## config.mk

```make
export PLATFORM = sky130hd
export DESIGN_NAME = divider
export DESIGN_NICKNAME = d
export VERILOG_FILES = /design/src/rtl/divider_pkg.sv /design/src/rtl/divider.sv
export SDC_FILE = /design/constraint.sdc
export NUM_CORES = 1
export LEC_CHECK = 0
export ABC_CLOCK_PERIOD_IN_PS = 9250
export CORE_UTILIZATION = 55
export DETAILED_ROUTE_END_ITERATION = 8
export PLACE_DENSITY = 0.79
export SYNTH_ARGS = -nofsm -noshare
export SYNTH_HDL_FRONTEND = slang
export SYNTH_SLANG_ARGS = --single-unit
```

## constraint.sdc

```tcl
create_clock -name clk -period 9.25 [get_ports clk]
set_clock_uncertainty 0.2 [all_clocks]
set_input_delay 1.85 -clock clk [delete_from_list [all_inputs] [get_ports clk]]
set_output_delay 1.85 -clock clk [all_outputs]
set_load 0.02 [all_outputs]
```

## src/rtl/divider_pkg.sv

```systemverilog
// divider_pkg: state encoding, result width and magnitude helper for the divider
package divider_pkg;
  typedef enum logic [1:0] {IDLE = 2'd0, DIVZERO = 2'd1, ON = 2'd2, END = 2'd3} state_t;
  localparam int RES_W = 64;
  function automatic logic [31:0] mag(input logic [31:0] x, input logic s);
    return (s && x[31]) ? -x : x;
  endfunction
endpackage

```

## src/rtl/divider.sv

```systemverilog
// divider: iterative 32-bit signed/unsigned restoring divider, result = {remainder, quotient}
module divider import divider_pkg::*; (
  input  logic             clk,
  input  logic             rst,
  input  logic [31:0]      a,
  input  logic [31:0]      b,
  input  logic             signed_div,
  input  logic             start,
  input  logic             annul,
  output logic [RES_W-1:0] result,
  output logic             ready,
  output logic             busy
);
  state_t state;
  logic [5:0] cnt;
  logic [31:0] rem, quo, dvs, a_l, nrem, nquo;
  logic neg_q, neg_r;
  logic [32:0] trial, sub;
  // sub[32] set means the trial remainder was smaller than the divisor
  always_comb begin
    trial = {rem, quo[31]};
    sub = trial - {1'b0, dvs};
    nrem = sub[32] ? trial[31:0] : sub[31:0];
    nquo = {quo[30:0], ~sub[32]};
  end
  always_ff @(posedge clk or posedge rst) begin
    if (rst) begin
      state <= IDLE;
      cnt <= '0;
      result <= '0;
      ready <= 1'b0;
      busy <= 1'b0;
      rem <= '0;
      quo <= '0;
      dvs <= '0;
      a_l <= '0;
      neg_q <= 1'b0;
      neg_r <= 1'b0;
    end else begin
      ready <= 1'b0;
      case (state)
        IDLE: if (start && !annul) begin
          a_l <= a;
          dvs <= mag(b, signed_div);
          quo <= mag(a, signed_div);
          rem <= '0;
          cnt <= '0;
          neg_q <= signed_div & (a[31] ^ b[31]);
          neg_r <= signed_div & a[31];
          state <= (b == '0) ? DIVZERO : ON;
          busy <= 1'b1;
        end
        DIVZERO: if (annul) begin
          state <= IDLE;
          busy <= 1'b0;
        end else begin
          result <= {a_l, 32'hFFFF_FFFF};
          ready <= 1'b1;
          state <= END;
        end
        ON: if (annul) begin
          state <= IDLE;
          busy <= 1'b0;
        end else begin
          rem <= nrem;
          quo <= nquo;
          cnt <= cnt + 6'd1;
          if (cnt == 6'd31) begin
            result <= {neg_r ? -nrem : nrem, neg_q ? -nquo : nquo};
            ready <= 1'b1;
            state <= END;
          end
        end
        END: begin
          state <= IDLE;
          busy <= 1'b0;
        end
      endcase
    end
  end
endmodule

```

==> impl_metrics.json <==
{
  "grt_pass1_vias": 11600,
  "synth-adder-area-share_pct": 3.94,
  "syn_area_um2": 13500,
  "rows": 57,
  "io_pins": 135,
  "tritoncts": "yes",
  "internal_power_w": 0.00335,
  "synthSimpleGateAreaFrac_pct": 16.2,
  "wl_mm": 36.0,
  "synth-main-ff-cell": "dfrtp_1",
  "p_leak_nw": 6.53,
  "portBuffers": 134,
  "min_period_ns": 6.12,
  "place_congestion": 0.899,
  "coreArea_um2": 24200,
  "cp.required_ns": 9.44,
  "h-tree-depth": 1,
  "grtUsageTotal_pct": 28.7,
  "hold_viol": 0,
  "drv_cap": 0,
  "ys_warn_count": 0,
  "die_y_um": 159,
  "n_antenna_cell": 0,
  "cts_resized": 0,
  "drtAntennaViolNets": 0,
  "postCtsSetupBuffers": 0,
  "finalSetupViolCount": 0,
  "antenna_found_initial": 0,
  "power.density_nw_per_um2": 401,
  "synthArstFlopShare_pct": 100,
  "die_w_um": 159,
  "syn_nets": 1660,
  "vias": 12100,
  "overflow": 0,
  "tightestPinTransition_ns": 1.14,
  "vias_per_cell": 6.13,
  "worstSkewPairLatency_ns": 0.51,
  "initial_core_util_pct": 55.8,
  "fmax_ghz": 0.163,
  "final_common_cell": "dfrtp_1",
  "worstSetupPathType": "reg -> reg",
  "critPathCaptureType": "flip-flop",
  "cts_root_buffer": "clkbuf_16",
  "most-common-layout-cells": "204 x dfrtp_1, 179 x o21ai_0, 169 x nand2_1, 134 x clkdlybuf4s50_1, 114 x a21oi_1",
  "synthToLayoutAreaGrowth_pct": 16.5,
  "ys_seq_area_share_pct": 37.7,
  "syn_area_per_cell_um2": 8.73,
  "crit_path_max_fanout": 36,
  "finish.utilization_pct": 65.0,
  "synth_xor_area_share_pct": 9.07,
  "synth_cell_types": 88,
  "hold_class": "reg -> reg",
  "power.share.clock_pct": 14.3,
  "synth_compound_area_share_pct": 22.8,
  "finalMaxSlewViolations": 0,
  "fin_crit_sh_pct": 66.2,
  "power.share.combinational_pct": 59.6,
  "num-fill-cells": 2081,
  "ir_worst_vdd_mv": 0.226,
  "cts_inserted_buffers": 23,
  "drive_gt1_share_pct": 7.63,
  "synth_top_family_by_area": "compound AO/OA/AOI/OAI gates",
  "synth_mux_area_share_pct": 5.69,
  "drc": 0,
  "slew-limit-headroom_pct": 22.3,
  "ctsLongestPathBuffers": 3,
  "seqCellArea_um2": 5100,
  "avgRoutedWirePerCell_um": 18.2,
  "dp_hpwl_mm": 26.3,
  "grt_setup_unrepaired": "false",
  "ys_ff_latch": 204,
  "drt_first_pass_iters": 6,
  "grt_pass1_wl_mm": 59.2,
  "drtIter0Drc": 891,
  "p_seq_share_pct": 26.1,
  "cp.arrival_ns": 6.31,
  "syn_inst": 1549,
  "finalSetupTns_ns": 0,
  "p_sw_w": 0.00297,
  "nets": 1749,
  "grt_max_degree": 135,
  "multi_input_area_um2": 7820,
  "status": "complete, no violations",
  "p_sw_share_pct": 47.0,
  "worst_setup_path_start_kind": "flip-flop",
  "synth_edf_count": 0,
  "cts.sinks": 204,
  "die_area_um2": 25200,
  "postCtsHoldBufs": 0,
  "clk_pin_slew_ns": 0.06
}
## sequential cells by signal, indices dropped and copies added (netlist names)
| register | flops |
|---|---|
| cnt | 6 |
| busy | 1 |
| rem | 32 |
| dvs | 32 |
| neg_q | 1 |
| result | 64 |
| quo | 32 |
| ready | 1 |
| a_l | 32 |
| neg_r | 1 |
| state | 2 |
## worst max-delay path, cell delays in order (launching register included)
cell	delay [ns]
dfrtp_1	0.38
inv_1	0.08
ha_1	0.16
inv_1	0.05
fa_1	0.39
a211oi_1	0.41
o21ai_1	0.22
nand3_2	0.16
a21oi_2	0.10
o41ai_4	0.53
nor2_4	0.03
buf_4	0.32
inv_2	0.12
buf_4	0.35
nor2_1	0.07
a21oi_1	0.25
ha_1	0.26
nand3b_1	0.13
or4_1	0.43
a21o_1	0.18
a2bb2o_4	0.23
nor3_4	0.26
nand3b_1	0.13
and4b_1	0.19
or3_1	0.33
## power groups by stage
stage / sequential, W / combinational (W) / clock [W]
2_1_floorplan: 0.00171 / 0.00264 / 0
5_1_grt: 0.00170 / 0.00414 / 0.000952
4_1_cts: 0.00164 / 0.00373 / 0.000915
3_3_place_gp: 0.00164 / 0.00364 / 0
3_5_place_dp: 0.00165 / 0.00371 / 0
6_report: 0.00165 / 0.00377 / 0.000904
## cell usage after synthesis, types with 10 or more instances
library cell	instances	share of area (%)
a21o_1	16	0.89
nand2_1	169	4.7
o41ai_1	10	0.65
nand4_1	13	0.60
nor2_1	105	2.9
mux2_2	31	2.6
and2_1	12	0.56
dfrtp_1	204	38
a21oi_1	115	4.3
o21ai_1	17	0.63
o31ai_1	19	1.1
nand3_1	46	1.7
ha_1	41	3.8
xor2_1	67	4.3
nand2b_1	10	0.46
nor4_1	15	0.69
clkbuf_1	65	1.8
o21ai_0	179	6.6
a22oi_1	32	1.8
or3_1	11	0.51
mux2i_1	39	2.9
a31oi_1	14	0.65
inv_1	59	1.6
xnor2_1	73	4.7
nor3_1	27	1.0
## through the flow
| step | total power [W] | cell area, um2 | instances | hold slack [ns] | setup WS (ns) |
|---|---|---|---|---|---|
| global route | 0.00680 | 15800 | 1976 | 0.300 | 2.72 |
| CTS | 0.00629 | 15800 | 1976 | 0.284 | 3.19 |
| finish | 0.00632 | 15800 | 1976 | 0.282 | 3.13 |
| detailed placement | 0.00536 | 15000 | 1937 | 0.271 | 3.21 |
| floorplan | 0.00435 | 13500 | 1549 | 0.245 | 1.63 |
| global placement | 0.00528 | 15000 | 1937 | 0.261 | 3.45 |
## routing by layer
metal	vias to the layer above	wire length (um)	GRT usage (%)
li1	5761	-	-
met1	5878	15700	38.9
met2	402	17000	47.6
met3	74	1930	2.90
met4	0	1270	10.1
met5	-	0	0
## layout make-up
type / count / share of cell area, %
clock buffers: 35 / 4.38
multi-input cells: 1201 / 49.7
flip-flops and latches: 204 / 32.4
inverters: 60 / 1.48
clock inverters: 4 / 0.318
repair buffers: 148 / 9.18
well taps: 324 / 2.57
## kinds of logic after synthesis
group                    Yosys count
flip-flops                       204
buffers and inverters            144
AO/OA/AOI/OAI                    488
multiplexers                      72
XOR/XNOR                         140
adder cells (fa/ha/maj)           42
AND/OR/NAND/NOR                  459
## final timing paths
| check | start | to | slack (ns) | cells after the start |
|---|---|---|---|---|
| hold / removal | dvs[23] | dvs[23] | 0.28 | 2 |
| max in group asynchronous | rst | neg_r | 5.57 | 3 |
| setup / recovery | quo[31] | result[54] | 3.13 | 24 |
| hold reg to reg | dvs[23] | dvs[23] | 0.28 | 2 |
| setup reg to reg | quo[31] | result[54] | 3.13 | 24 |
| min in group asynchronous | rst | result[29] | 1.77 | 2 |
Power figures use the tool's default switching activity.
